**src/rtl/spi_drv_pkg.sv**
```systemverilog
// Shared definitions for the SPI master/slave byte engine pair.
package spi_drv_pkg;

  // Bits per SPI transfer (one byte, MSB first).
  localparam int SPI_BITS = 8;

  // Smallest legal master SCLK half-period. The slave needs three clk cycles
  // to react to an SCLK edge and one more so its MISO update lands before the
  // master samples it on the next SCLK rise.
  localparam int SCLK_HALF_MIN = 4;

  // Master sequencer states.
  typedef enum logic [2:0] {
    M_IDLE,
    M_SETUP,
    M_HIGH,
    M_LOW,
    M_DONE
  } master_state_t;

  // True when a requested SCLK half-period leaves the slave enough margin.
  function automatic bit sclk_half_valid(input int half);
    return half >= SCLK_HALF_MIN;
  endfunction

endpackage

```
**src/rtl/spi_master_core.sv**
```systemverilog
// SPI mode-0 master: runs one full-duplex byte transfer per start request.
module spi_master_core
  import spi_drv_pkg::*;
#(
  parameter int SCLK_HALF = 4
) (
  input  logic                clk,
  input  logic                rst_n,
  input  logic                start,
  input  logic [SPI_BITS-1:0] tx_byte,
  output logic                ready,
  output logic [SPI_BITS-1:0] rx_byte,
  input  logic                miso,
  output logic                mosi,
  output logic                sclk,
  output logic                cs
);

  localparam int CNT_W = $clog2(SCLK_HALF + 1);
  localparam logic [CNT_W-1:0] HALF_LAST = CNT_W'(SCLK_HALF - 1);
  localparam logic [3:0] BIT_TOTAL = 4'(SPI_BITS);

  master_state_t       state;
  logic [CNT_W-1:0]    phase_cnt;
  logic [3:0]          bit_cnt;
  logic [SPI_BITS-1:0] tx_shift;
  logic [SPI_BITS-1:0] rx_shift;
  logic                phase_end;

  assign phase_end = (phase_cnt == HALF_LAST);

  // Sequencer, SCLK divider and shift registers; every SPI pin is registered
  // so the bus never glitches between states. MISO is captured on each SCLK
  // rise and MOSI advances on each SCLK fall. The tx register rotates rather
  // than shifts so it holds no dead bits.
  always_ff @(posedge clk) begin
    if (!rst_n) begin
      state     <= M_IDLE;
      phase_cnt <= '0;
      bit_cnt   <= '0;
      tx_shift  <= '0;
      rx_shift  <= '0;
      ready     <= 1'b1;
      rx_byte   <= '0;
      mosi      <= 1'b0;
      sclk      <= 1'b0;
      cs        <= 1'b1;
    end else begin
      case (state)
        M_IDLE: begin
          if (start) begin
            tx_shift  <= tx_byte;
            rx_shift  <= '0;
            bit_cnt   <= '0;
            phase_cnt <= '0;
            mosi      <= tx_byte[SPI_BITS-1];
            cs        <= 1'b0;
            ready     <= 1'b0;
            state     <= M_SETUP;
          end
        end
        M_SETUP: begin
          if (phase_end) begin
            phase_cnt <= '0;
            sclk      <= 1'b1;
            rx_shift  <= {rx_shift[SPI_BITS-2:0], miso};
            bit_cnt   <= bit_cnt + 4'd1;
            state     <= M_HIGH;
          end else begin
            phase_cnt <= phase_cnt + 1'b1;
          end
        end
        M_HIGH: begin
          if (phase_end) begin
            phase_cnt <= '0;
            sclk      <= 1'b0;
            tx_shift  <= {tx_shift[SPI_BITS-2:0], tx_shift[SPI_BITS-1]};
            mosi      <= tx_shift[SPI_BITS-2];
            state     <= M_LOW;
          end else begin
            phase_cnt <= phase_cnt + 1'b1;
          end
        end
        M_LOW: begin
          if (phase_end) begin
            phase_cnt <= '0;
            if (bit_cnt == BIT_TOTAL) begin
              cs      <= 1'b1;
              mosi    <= 1'b0;
              rx_byte <= rx_shift;
              state   <= M_DONE;
            end else begin
              sclk     <= 1'b1;
              rx_shift <= {rx_shift[SPI_BITS-2:0], miso};
              bit_cnt  <= bit_cnt + 4'd1;
              state    <= M_HIGH;
            end
          end else begin
            phase_cnt <= phase_cnt + 1'b1;
          end
        end
        M_DONE: begin
          ready <= 1'b1;
          state <= M_IDLE;
        end
        default: begin
          state <= M_IDLE;
        end
      endcase
    end
  end

endmodule

```
**src/rtl/spi_slave_core.sv**
```systemverilog
// SPI mode-0 slave: oversamples an external bus with clk and exchanges one byte.
module spi_slave_core
  import spi_drv_pkg::*;
(
  input  logic                clk,
  input  logic                rst_n,
  input  logic [SPI_BITS-1:0] tx_byte,
  output logic                ready,
  output logic [SPI_BITS-1:0] rx_byte,
  output logic                miso,
  input  logic                mosi,
  input  logic                sclk,
  input  logic                cs
);

  localparam logic [3:0] BIT_TOTAL = 4'(SPI_BITS);

  logic cs_meta, cs_sync, cs_prev;
  logic sclk_meta, sclk_sync, sclk_prev;
  logic mosi_meta, mosi_sync;
  logic cs_fall, cs_rise, sclk_rise, sclk_fall;

  logic [SPI_BITS-1:0] tx_shift;
  logic [SPI_BITS-1:0] rx_shift;
  logic [3:0]          bit_cnt;

  // Two-stage synchronizers plus a delayed copy for edge detection. Reset
  // puts them in the idle-bus state so leaving reset never looks like a CS fall.
  always_ff @(posedge clk) begin
    if (!rst_n) begin
      cs_meta   <= 1'b1;
      cs_sync   <= 1'b1;
      cs_prev   <= 1'b1;
      sclk_meta <= 1'b0;
      sclk_sync <= 1'b0;
      sclk_prev <= 1'b0;
      mosi_meta <= 1'b0;
      mosi_sync <= 1'b0;
    end else begin
      cs_meta   <= cs;
      cs_sync   <= cs_meta;
      cs_prev   <= cs_sync;
      sclk_meta <= sclk;
      sclk_sync <= sclk_meta;
      sclk_prev <= sclk_sync;
      mosi_meta <= mosi;
      mosi_sync <= mosi_meta;
    end
  end

  assign cs_fall   =  cs_prev   & ~cs_sync;
  assign cs_rise   = ~cs_prev   &  cs_sync;
  assign sclk_rise = ~sclk_prev &  sclk_sync;
  assign sclk_fall =  sclk_prev & ~sclk_sync;

  // Byte engine: CS edges frame the transfer, SCLK edges shift inside it.
  // Only a frame with exactly eight captured bits updates the output byte;
  // edges past the eighth bit are ignored.
  always_ff @(posedge clk) begin
    if (!rst_n) begin
      tx_shift <= '0;
      rx_shift <= '0;
      bit_cnt  <= '0;
      rx_byte  <= '0;
      ready    <= 1'b1;
      miso     <= 1'b0;
    end else if (cs_fall) begin
      tx_shift <= tx_byte;
      rx_shift <= '0;
      bit_cnt  <= '0;
      miso     <= tx_byte[SPI_BITS-1];
      ready    <= 1'b0;
    end else if (cs_rise) begin
      if (bit_cnt == BIT_TOTAL) begin
        rx_byte <= rx_shift;
      end
      ready <= 1'b1;
      miso  <= 1'b0;
    end else if (cs_sync) begin
      miso <= 1'b0;
    end else begin
      if (sclk_rise && (bit_cnt < BIT_TOTAL)) begin
        rx_shift <= {rx_shift[SPI_BITS-2:0], mosi_sync};
        bit_cnt  <= bit_cnt + 4'd1;
      end
      if (sclk_fall && (bit_cnt < BIT_TOTAL)) begin
        tx_shift <= {tx_shift[SPI_BITS-2:0], tx_shift[SPI_BITS-1]};
        miso     <= tx_shift[SPI_BITS-2];
      end
    end
  end

endmodule

```
**src/rtl/spi_driver_pair.sv**
```systemverilog
// SPI master and slave byte engines side by side for loopback and bring-up.
module spi_driver_pair
  import spi_drv_pkg::*;
#(
  parameter int SCLK_HALF = 4
) (
  input  logic                clk_i,
  input  logic                rst_i,
  input  logic                m_start_i,
  input  logic [SPI_BITS-1:0] m_data_in_bi,
  output logic                m_ready_o,
  output logic [SPI_BITS-1:0] m_data_out_bo,
  input  logic                m_miso_i,
  output logic                m_mosi_o,
  output logic                m_sclk_o,
  output logic                m_cs_o,
  input  logic [SPI_BITS-1:0] s_data_in_bi,
  output logic                s_ready_o,
  output logic [SPI_BITS-1:0] s_data_out_bo,
  output logic                s_miso_o,
  input  logic                s_mosi_i,
  input  logic                s_sclk_i,
  input  logic                s_cs_i
);

  // A shorter half-period would let the master sample MISO before the slave
  // has updated it.
  if (!sclk_half_valid(SCLK_HALF)) begin : g_bad_sclk_half
    $error("spi_driver_pair: SCLK_HALF must be at least %0d", SCLK_HALF_MIN);
  end

  spi_master_core #(
    .SCLK_HALF(SCLK_HALF)
  ) u_master (
    .clk     (clk_i),
    .rst_n   (rst_i),
    .start   (m_start_i),
    .tx_byte (m_data_in_bi),
    .ready   (m_ready_o),
    .rx_byte (m_data_out_bo),
    .miso    (m_miso_i),
    .mosi    (m_mosi_o),
    .sclk    (m_sclk_o),
    .cs      (m_cs_o)
  );

  spi_slave_core u_slave (
    .clk     (clk_i),
    .rst_n   (rst_i),
    .tx_byte (s_data_in_bi),
    .ready   (s_ready_o),
    .rx_byte (s_data_out_bo),
    .miso    (s_miso_o),
    .mosi    (s_mosi_i),
    .sclk    (s_sclk_i),
    .cs      (s_cs_i)
  );

endmodule

```
**config.mk**
```make
export PLATFORM = sky130hd
export DESIGN_NAME = spi_driver_pair
export DESIGN_NICKNAME = d
export VERILOG_FILES = /design/src/rtl/spi_drv_pkg.sv /design/src/rtl/spi_master_core.sv /design/src/rtl/spi_slave_core.sv /design/src/rtl/spi_driver_pair.sv
export SDC_FILE = /design/constraint.sdc
export NUM_CORES = 1
export LEC_CHECK = 0
export BUFFER_PORTS_ARGS = -buffer_cell sky130_fd_sc_hd__buf_2
export CAP_MARGIN = 20
export CORE_MARGIN = 5
export CORE_UTILIZATION = 32
export DETAILED_ROUTE_END_ITERATION = 7
export SLEW_MARGIN = 20
export SYNTH_ARGS = -nofsm -noshare
export SYNTH_HDL_FRONTEND = slang
export SYNTH_HIERARCHICAL = 1
export SYNTH_SLANG_ARGS = --single-unit
```
**constraint.sdc**
```tcl
create_clock -name clk_i -period 1.8 [get_ports clk_i]
set_clock_uncertainty 0.1 [all_clocks]
set_input_delay 0 -clock clk_i [delete_from_list [all_inputs] [get_ports clk_i]]
set_output_delay 0 -clock clk_i [all_outputs]
set_load 0.01 [all_outputs]
```
==> results.txt, run 1 <==
----------------------------------------------------
[Die]
  Vert. Die Dim ... 111 µm
  Number of placement rows ... 37
  Starting utilization of the core area ... 0.323
  Core area ... 0.0102 mm²
  Die area ... 0.0124 mm²
  Horizontal die dimension ... 111 µm
  Top-Level Pins ... 45

[Routing]
  Number of design rule violations left after detail routing ... 0
  Wire length after detailed routing ... 6.82 mm
  Vias ... 2698
  Wire per inst ... 11.8 µm
  Remaining antenna violation count ... 0
  1st-pass router iterations ... 4
  Vias per cell ... 4.66
  Iteration-0 DRC Markers ... between 100 and 150

[Power]
  Share of total power in combinational logic ... 0.074
  Power density over the cells ... 792 mW/mm²
  Switching pwr ... 0.747 mW
  Proportion of power drawn by flip-flops and latches ... 0.518
  Max rail drop VDD ... roughly 330 µV
  Switching power share of the total ... 0.222
  Design internal power ... 2.61 mW
  Share of power burned in the clock network ... 0.408
  Static leakage ... 1.62 nW

[STA]
  Setup slack after layout ... 0.0449 ns
  Portion of the clock cycle consumed by the worst path in the final layout ... 0.975
  Number of pins with negative max-slew slack in the final report ... 0
  Setup violators final ... 0
  FMAX ... between 0.5 and 0.6 GHz
  Hold Violations, Final ... 0
  Minimum period implied by the final worst setup slack ... 1.76 ns
  Pin slew with the least headroom to its limit ... between 0.4 and 0.5 ns
  Worst slew slack as a fraction of its limit ... 0.710

[Cells and area]
  Area of all placed cells without fillers ... 0.00424 mm²
  Share of layout cells above drive strength 1 ... 0.242
  Net total in the final layout ... 472
  Area grow syn2layout ... 28.8%
  Inserted Diodes ... 0

[Yosys]
  Post-synthesis instance area ... 0.00329 mm²
  Synthesis-stage register bit count ... 76
  Per-instance average area after synthesis ... 9.07 µm²
  Count leader, synth ... dfxtp_1
  Simple-gate share of the synthesized area ... 0.216
  Dominant combinational cell family by area after synthesis ... simple AND/OR/NAND/NOR gates
  Top cells by area in the synthesized netlist ... dfxtp_1, nand2_1, mux2i_1
  Most frequent cells after synthesis ... dfxtp_1, nand2_1, o21ai_0, mux2i_1, clkbuf_1
  Cell count after synthesis ... 363
  Synth unique cells ... between 40 and 50
  Main synth FF type ... dfxtp_1
  Async SR Flop Fraction ... 0
  Register area share after synthesis ... 0.462
  Largest area contributor in the netlist ... dfxtp_1
  Fraction of synthesized cell area in xor and xnor cells ... 0
  Portion of netlist area occupied by mux cells ... 0.0809
  Number of enable-type register cells in the synthesized netlist ... 0
  Area fraction of the dominant cell type after synthesis ... 0.462
  Synthesized-area fraction occupied by ao, oa, aoi and oai cells ... 0.163
  Yosys warns ... 6
  Post-Synth Adder-Cell Area ... 0.0342
  Synthesized net count ... 395

[Clock network]
  Root Buffer ... clkbuf_8
  CTS tree ... built
  CTS sink count ... 76
  Worst skew pair latency ... 0.35 ns
  Worst-path clk slew ... 0.08 ns
  CTS Buffer Depth ... 2
  H-tree levels ... 3
  Total CTS buffers ... 9

[Critical path]
  Crit path required time ... 1.99 ns
  Largest stage delay on the critical path ... 0.52 ns
  Arrival time of data at the critical path endpoint ... ~1.9 ns
  Critical path start-end classification ... flop to flop
  Crit path max-delay family ... simple AND/OR/NAND/NOR gates
  Cell breakdown of the critical path ... inv_2 -> ha_2 -> or4b_4 -> or4_4 -> a21oi_2
  Slowest CP cell ... or4b_4
  Largest driver fanout on the critical path ... 5
  Critical path startpoint category ... flop
  Count of buffering cells on the critical path with inverters included ... 1
  Critical Path Sink Type ... flop

[Placed design]
  HPWL after detailed placement ... 4.60 mm
  Worst setup slack after placement ... -0.0355 ns
  Placed cell area ... 0.00378 mm²
  Port Buffer Count ... 44
  GP Congestion ... 0.737

[Hold path]
  Path category of the worst min-delay check ... input pin to flop

[Global route]
  Leftover overflow at the end of global routing ... 0
  Total routing usage reported by global routing ... 0.117
  First-pass GRT wire length ... between 10 and 15 mm
  Largest net degree at the start of global routing ... 25
  Number of global-route vias before repair ... 2746
  Initial antenna violation count ... 0

[Job]
  # Max-Cap Violations ... 0

[Status]
  Result of the run ... finished clean

----------------------------------------------------
timing repair:
item                                    in CTS  in global routing
hold buffers                                22                  0
hold endpoints to repair                    30                  0
pin swaps                                    0                  0
setup buffers                                0                  1
endpoints found under the setup margin       1                 11
gates resized for setup                      1                  7
cell families (layout without fill, tap and decap cells):
| kind of cell | Yosys count | after routing |
|---|---|---|
| AND/OR/NAND/NOR | 137 | 137 |
| AO/OA/AOI/OAI | 81 | 81 |
| flip-flops | 76 | 76 |
| buffers and inverters | 34 | 114 |
| multiplexers | 26 | 26 |
| adder cells (fa/ha/maj) | 9 | 9 |
worst register-to-register path: stages, from the launching register on:
cell     delay, ns
dfxtp_2       0.33
inv_2         0.04
ha_2          0.16
or4b_4        0.52
or4_4         0.43
a21oi_2       0.12
through the flow:
stage	TNS [ns]	hold WS [ns]	instances	power (mW)	utilization
floorplan	0	0.00147	363	1.91	-
global placement	-0.00356	0.0888	542	1.99	0.371
detailed placement	-0.0355	0.0932	542	1.99	0.371
CTS	0	0.275	578	3.43	0.413
global route	-0.0214	0.289	579	3.53	0.416
finish	0	0.281	579	3.36	0.416
layout make-up:
class,instances,area [µm²]
Sequential cell,76,1520
Tap cell,136,170
Multi-Input combinational cell,253,1660
Inverter,10,37.5
Clock buffer,9,124
Fill cell,1023,5940
Clock inverter,5,78.8
Timing Repair Buffer,90,649
final timing paths:
path                   start                 end  slack, ns  depth (start not counted)
max reg2reg  u_slave/cs_prev  u_slave/bit_cnt[2]       0.04                          5
min                   s_cs_i     u_slave/cs_meta       0.28                          3
max          u_slave/cs_prev  u_slave/bit_cnt[2]       0.04                          5
min reg2reg  u_slave/cs_meta     u_slave/cs_sync       0.33                          1
per-layer routing:
layer  global-route usage  share of wire  routed length [µm]  vias up
met3               0.0418          0.053                 358        7
met1                0.138           0.46                3120     1231
met5                    0              0                   0        -
met4               0.0389          0.011                  78        0
met2                0.199           0.48                3260       48
li1                     -              -                   -     1412
state kept, by name, indices dropped and copies added (netlist names), 3 cells and up:
register	count
u_slave/tx_shift	8
u_master/rx_shift	8
u_master/rx_byte	8
u_master/tx_shift	8
u_master/state	3
u_master/phase_cnt	3
u_master/bit_cnt	4
u_slave/rx_shift	8
u_slave/bit_cnt	4
u_slave/rx_byte	8
layout by cell type (no fill, tap or decap), types with 9 or more instances in the layout:
cell	n
buf_2	44
dlygate4sd3_1	22
a21boi_0	10
nand2_1	67
buf_4	21
o21ai_0	34
mux2i_1	24
a21oi_1	9
nand3_1	13
inv_1	9
clkbuf_8	9
nor2b_1	11
dfxtp_1	74
power by group through the flow:
stage                     sequential [mW]  combinational [mW]  clock [mW]
after CTS                            1.74               0.249        1.44
after detailed placement             1.78               0.212           0
after global routing                 1.75               0.283        1.50
after global placement               1.78               0.207           0
final                                1.74               0.249        1.37
after floorplan                      1.78               0.132           0
Note: power is estimated with default switching activity, not from simulation.
==> inputs of run 2 (changes only) <==
--- a/config.mk
+++ b/config.mk
@@ -5,6 +5,7 @@
 export SDC_FILE = /design/constraint.sdc
 export NUM_CORES = 1
 export LEC_CHECK = 0
+export ABC_AREA = 1
 export BUFFER_PORTS_ARGS = -buffer_cell sky130_fd_sc_hd__buf_2
 export CAP_MARGIN = 20
 export CORE_MARGIN = 5
==> run 2 against run 1 <==
Critical endpoint is now u_master/bit_cnt[3]. Area after synthesis increased by 9.0%. Via count rose by 17%. Hold slack got worse by 0.27 ns. Critical path type unchanged. Die area increased by 8.2%. First-iteration DRC count down 27%. Non-clock buffer count decreased by 16. Design area up 4.6%. Worst setup slack better by 0.14 ns. Total power up 27%. Combinational power grew to 2.9 times the previous value. Count of clock-buffer cells in the layout unchanged.
==> results.txt, run 2 <==
----------------------------------------------------
[Clock network]
  Worst skew pair latency ... 0.33 ns
  Postcts setup bufs ... 0
  H-tree levels ... 3
  CTS resizes ... 0
  Root Buffer ... clkbuf_16
  CTS Buffer Depth ... 2
  Worst-path clk slew ... roughly 0.06 ns
  CTS sink count ... 76
  Total of hold buffers inserted after clock tree synthesis ... 20
  Total CTS buffers ... 9
  CTS tree ... built

[Yosys]
  Portion of netlist area occupied by mux cells ... 0
  Cell count after synthesis ... 497
  Fraction of synthesized cell area in xor and xnor cells ... 0.00244
  Count leader, synth ... nor2_1
  Synthesized-area fraction occupied by ao, oa, aoi and oai cells ... 0.102
  Dominant combinational cell family by area after synthesis ... simple AND/OR/NAND/NOR gates
  Post-synthesis instance area ... 0.00359 mm²
  Per-instance average area after synthesis ... 7.23 µm²
  Area fraction of the dominant cell type after synthesis ... 0.424
  Post-Synth Adder-Cell Area ... 0.0314
  Largest area contributor in the netlist ... dfxtp_1
  Async SR Flop Fraction ... 0
  Simple-gate share of the synthesized area ... 0.336
  Number of enable-type register cells in the synthesized netlist ... 0
  Synth unique cells ... 32
  Most frequent cells after synthesis ... nor2_1, nand2_1, dfxtp_1, inv_1, a21oi_1
  Main synth FF type ... dfxtp_1
  Yosys warns ... 6
  Synthesis-stage register bit count ... 76
  Register area share after synthesis ... 0.424
  Synthesized net count ... between 500 and 600
  Top cells by area in the synthesized netlist ... dfxtp_1, nor2_1, nand2_1

[Critical path]
  Critical Path Sink Type ... flop
  Cell mode on critical path ... nand2_1
  Arrival time of data at the critical path endpoint ... 1.74 ns
  Logic depth of the worst register-to-register path ... 10
  Crit path max-delay family ... simple AND/OR/NAND/NOR gates
  Crit path required time ... 1.92 ns
  Largest driver fanout on the critical path ... 8
  Slowest CP cell ... dfxtp_1
  Count of buffering cells on the critical path with inverters included ... 1
  Cell breakdown of the critical path ... inv_1 -> ha_1 -> nand2_1 -> nor2_1 -> nand2_1 -> nand3_1 -> nor2_4 -> nand2_1 -> nand2_1 -> nor2_1
  Largest stage delay on the critical path ... about 0.36 ns
  Critical path start-end classification ... flop to flop
  Number of gates on the worst path with buffers counted ... 10
  Critical path startpoint category ... flop

[Routing]
  Number of design rule violations left after detail routing ... 0
  Iteration-0 DRC Markers ... 80
  Wire length after detailed routing ... roughly 7.5 mm
  Wire per inst ... roughly 11 µm
  Vias ... 3151
  1st-pass router iterations ... 4
  Vias per cell ... 4.41
  Remaining antenna violation count ... 0

[Die]
  Vert. Die Dim ... between 100 and 150 µm
  Horizontal die dimension ... 116 µm
  Core area ... 0.0109 mm²
  Die area ... between 0.01 and 0.015 mm²
  Top-Level Pins ... 45
  Starting utilization of the core area ... 0.328
  Number of placement rows ... 38

[STA]
  Minimum period implied by the final worst setup slack ... 1.62 ns
  Number of pins with negative max-slew slack in the final report ... 0
  RSZ-0062 raised after global routing ... no
  Worst slew slack as a fraction of its limit ... 0.546
  Portion of the clock cycle consumed by the worst path in the final layout ... 0.900
  FMAX ... 0.617 GHz
  Pin slew with the least headroom to its limit ... 0.680 ns
  Setup TNS after final layout ... 0 ns
  Hold Violations, Final ... 0
  Setup violators final ... 0

[Cells and area]
  Area grow syn2layout ... 23.6%
  Share of layout cells above drive strength 1 ... 0.209
  FILL cells ... about 1200
  Highest-count cells in the layout ignoring fill and taps ... nor2_1, nand2_1, dfxtp_1
  Post-layout util ... 0.406
  Leading cell type in the layout, fill and taps excluded ... nor2_1
  Net total in the final layout ... about 600
  Inserted Diodes ... 0

[Global route]
  Largest net degree at the start of global routing ... 24
  Leftover overflow at the end of global routing ... 0
  Number of global-route vias before repair ... 2890
  First-pass GRT wire length ... 13.0 mm
  Total routing usage reported by global routing ... 0.121
  Initial antenna violation count ... 0

[Hold path]
  Path category of the worst min-delay check ... input pin to flop
  Worst hold stages ... 7

[Placed design]
  GP Congestion ... 0.783
  Port Buffer Count ... 44
  HPWL after detailed placement ... between 5 and 6 mm

[Status]
  Result of the run ... finished clean

[Power]
  Static leakage ... around 2.1 nW
  Power density over the cells ... 964 mW/mm²
  Max rail drop VDD ... 398 µV

[Job]
  # Max-Cap Violations ... 0

----------------------------------------------------
[run 2: cell types whose count changed in the layout (fill, tap and decap cells not counted), sizes merged, moves of 14 or more]
cell and delta:
a21oi +16, nand3 +16, nor2 +111, inv +59
buf -14, nand2 +39, mux2i -24
[run 2: path summary, 6_finish.rpt]
path	endpoint	slack (ns)	from
max	u_master/bit_cnt[3]	0.18	u_master/bit_cnt[0]
min	u_slave/tx_shift[5]	0.01	s_data_in_bi[5]
max reg2reg	u_master/bit_cnt[3]	0.18	u_master/bit_cnt[0]
min reg2reg	u_slave/mosi_sync	0.31	u_slave/mosi_meta
[run 2: area by class of cell]
| cell class | instances | area [µm²] | share of cell area |
|---|---|---|---|
| Multi-Input combinational cell | 338 | 1690 | 0.382 |
| Clock inverter | 7 | 50.0 | 0.0113 |
| Clock buffer | 9 | 225 | 0.0508 |
| Timing Repair Buffer | 74 | 495 | 0.112 |
| Inverter | 70 | 275 | 0.0620 |
| Tap cell | 140 | 175 | 0.0395 |
| Sequential cell | 76 | 1520 | 0.343 |
[run 2: power by group]
group / total [mW] / switching [mW] / internal (mW)
logic: 0.732 / 0.456 / 0.276
registers: 1.89 / 0.0817 / 1.80
clock network: 1.66 / 0.720 / 0.939
[run 2: tightest hold or removal path, cell delays in order]
cell and delay, ns:
buf_2 0.09, nand2_1 0.04, inv_1 0.05, nor2_1 0.04
nand4_1 0.08, nand2_1 0.05, nor2_1 0.07
[run 2: cells by family after synthesis]
kind of cell,count (synthesis)
simple gates,265
flops,76
fa+ha+maj,9
xor+xnor,1
buf+inv,83
compound gates,63
[run 2: through the flow]
step | instances | area, µm² | worst slack [ns] | power [mW] | hold slack [ns]
6_report | 714 | 4440 | 0.180 | 4.28 | 0.0145
5_1_grt | 714 | 4440 | 0.0101 | 4.55 | 0.0336
4_1_cts | 714 | 4440 | 0.175 | 4.37 | 0.000737
3_5_place_dp | 678 | 3960 | 0.185 | 2.63 | 0.0885
3_3_place_gp | 678 | 3960 | 0.231 | 2.61 | 0.0859
2_1_floorplan | 497 | 3590 | 0.252 | 2.45 | -0.00237
[run 2: layer usage]
metal | wire (µm) | GRT usage | part of all wire
met4 | 80 | 0.0518 | 0.011
met3 | 390 | 0.0407 | 0.052
met5 | 0 | 0 | 0
met1 | 3370 | 0.145 | 0.45
met2 | 3700 | 0.198 | 0.49
==> inputs of run 3 (changes only) <==
--- a/config.mk
+++ b/config.mk
@@ -10,7 +10,9 @@
 export CAP_MARGIN = 20
 export CORE_MARGIN = 5
 export CORE_UTILIZATION = 32
+export CTS_BUF_LIST = sky130_fd_sc_hd__clkbuf_4
 export DETAILED_ROUTE_END_ITERATION = 7
+export GPL_ROUTABILITY_DRIVEN = 0
 export SLEW_MARGIN = 20
 export SYNTH_ARGS = -nofsm -noshare
 export SYNTH_HDL_FRONTEND = slang
==> run 3 against run 2 <==
Non-clock buffer count is 4 higher. Sequential share of layout area is 0.95 points higher. Sequential cell count stayed put.
==> results.txt, run 3 (synthesis results as in run 2) <==
----------------------------------------------------
[Placed design]
  Placed cell area ... 0.00396 mm²
  Port Buffer Count ... 44
  HPWL after detailed placement ... 5.40 mm
  Worst setup slack after placement ... 0.185 ns

[Routing]
  Wire length after detailed routing ... 7.54 mm
  Vias per cell ... 4.39
  Vias ... 3154
  Remaining antenna violation count ... 0
  Iteration-0 DRC Markers ... 55
  1st-pass router iterations ... 4
  Number of design rule violations left after detail routing ... 0
  Wire per inst ... 10.5 µm

[Hold path]
  Path category of the worst min-delay check ... input pin to flop
  Min-Delay Endpoint ... u_slave/cs_meta
  Worst hold stages ... 3
  Min-delay src ... s_cs_i

[Job]
  # Max-Cap Violations ... 0

[Clock network]
  Worst skew pair latency ... 0.42 ns
  H-tree levels ... 3
  CTS sink count ... 76
  Worst-path clk slew ... between 0.1 and 0.15 ns
  CTS tree ... built
  Root Buffer ... clkbuf_4
  CTS Buffer Depth ... 2
  Postcts setup bufs ... 0
  Total CTS buffers ... 9

[Die]
  Top-Level Pins ... 45
  Die area ... about 0.013 mm²
  Core area ... 0.0109 mm²
  Number of placement rows ... 38
  Vert. Die Dim ... 116 µm
  Starting utilization of the core area ... 0.328
  Horizontal die dimension ... 116 µm

[Global route]
  Largest net degree at the start of global routing ... 24
  Total routing usage reported by global routing ... 0.118
  Number of global-route vias before repair ... approximately 2900
  First-pass GRT wire length ... around 13 mm
  Initial antenna violation count ... 0
  Leftover overflow at the end of global routing ... 0

[Cells and area]
  FILL cells ... 1174
  Leading cell type in the layout, fill and taps excluded ... nor2_1
  Multi-input gate area in the final layout ... 0.00169 mm²
  Area grow syn2layout ... 20.3%
  Area of all placed cells without fillers ... 0.00432 mm²
  Highest-count cells in the layout ignoring fill and taps ... nor2_1, nand2_1, dfxtp_1
  Flip-flop and latch area ... ~0.0015 mm²
  Inserted Diodes ... 0
  Share of layout cells above drive strength 1 ... 0.209
  Net total in the final layout ... between 600 and 700

[STA]
  RSZ-0062 raised after global routing ... no
  Hold Violations, Final ... 0
  Pin slew with the least headroom to its limit ... ~0.69 ns
  Setup TNS after final layout ... 0 ns
  Setup slack after layout ... 0.163 ns
  Setup violators final ... 0
  FMAX ... 0.611 GHz
  Number of pins with negative max-slew slack in the final report ... 0
  Minimum period implied by the final worst setup slack ... 1.64 ns
  Worst slew slack as a fraction of its limit ... 0.537
  Portion of the clock cycle consumed by the worst path in the final layout ... 0.909

[Critical path]
  Critical path start-end classification ... flop to flop
  Critical path startpoint category ... flop
  Source of the worst register-to-register timing path ... u_master/bit_cnt[1]
  Largest driver fanout on the critical path ... 8
  Crit path required time ... 2.02 ns
  Arrival time of data at the critical path endpoint ... 1.85 ns
  R2r endpoint ... u_master/bit_cnt[3]
  Logic depth of the worst register-to-register path ... 10
  Slack of the worst reg-to-reg path ... 0.16 ns
  Critical Path Sink Type ... flop

[Status]
  Result of the run ... finished clean

[Power]
  Static leakage ... 2.04 nW
  Power density over the cells ... 821 mW/mm²
  Max rail drop VDD ... 295 µV

----------------------------------------------------
[run 3: metal layers]
layer	GRT usage	vias up	part of all wire
met5	0	-	0
met4	0.0441	0	0.011
met3	0.0308	8	0.043
met2	0.201	42	0.49
met1	0.144	1407	0.45
li1	-	1697	-
[run 3: worst max-delay path: stages, from the launching register on]
cell     delay [ns]
dfxtp_1        0.40
inv_1          0.06
ha_1           0.19
nand2_1        0.07
nor2_1         0.04
nand2_1        0.14
nand3_1        0.13
nor2_4         0.25
nand2_1        0.07
nand2_1        0.06
nor2_1         0.04
[run 3: stage by stage]
step | hold slack [ns] | cells | total power [mW] | util
2_1_floorplan | -0.00237 | 497 | 2.45 | -
3_3_place_gp | 0.0859 | 678 | 2.61 | 0.362
3_5_place_dp | 0.0885 | 678 | 2.63 | 0.362
4_1_cts | 0.142 | 718 | 3.61 | 0.395
5_1_grt | 0.149 | 718 | 3.81 | 0.395
6_report | 0.191 | 718 | 3.55 | 0.395
[run 3: where the power goes]
group	switching, mW	leakage [nW]	internal (mW)	total, mW
Sequential	0.0812	0.620	1.80	1.88
Combinational	0.458	1.35	0.282	0.740
Clock	0.632	0.0704	0.291	0.923
Total	1.17	2.04	2.38	3.55
[run 3: worst max-delay path by stage]
stage / startpoint / to / slack [ns] / depth (start not counted)
after floorplan: u_slave/cs_sync / u_slave/tx_shift[2] / 0.25 / 10
after global routing: u_slave/cs_sync / u_slave/tx_shift[7] / 0.02 / 9
after global placement: u_master/bit_cnt[0] / u_master/bit_cnt[3] / 0.23 / 10
after CTS: u_master/bit_cnt[0] / u_master/bit_cnt[3] / 0.16 / 10
after detailed placement: u_master/bit_cnt[0] / u_master/bit_cnt[3] / 0.19 / 10
final: u_master/bit_cnt[1] / u_master/bit_cnt[3] / 0.16 / 10
[run 3: layout make-up]
cell class,count,area share
inverter,70,0.0637
multi-input combinational,338,0.392
clock buffer,9,0.0156
clock inverter,7,0.0116
sequential,76,0.352
tap,140,0.0405
timing repair buffer,78,0.124
[run 3: timing repair]
item / 4_1_cts / 5_1_grt
gates resized for setup: 0 / 1
hold buffers: 24 / 0
hold endpoints to repair: 40 / 0
setup endpoints to repair: 0 / 1
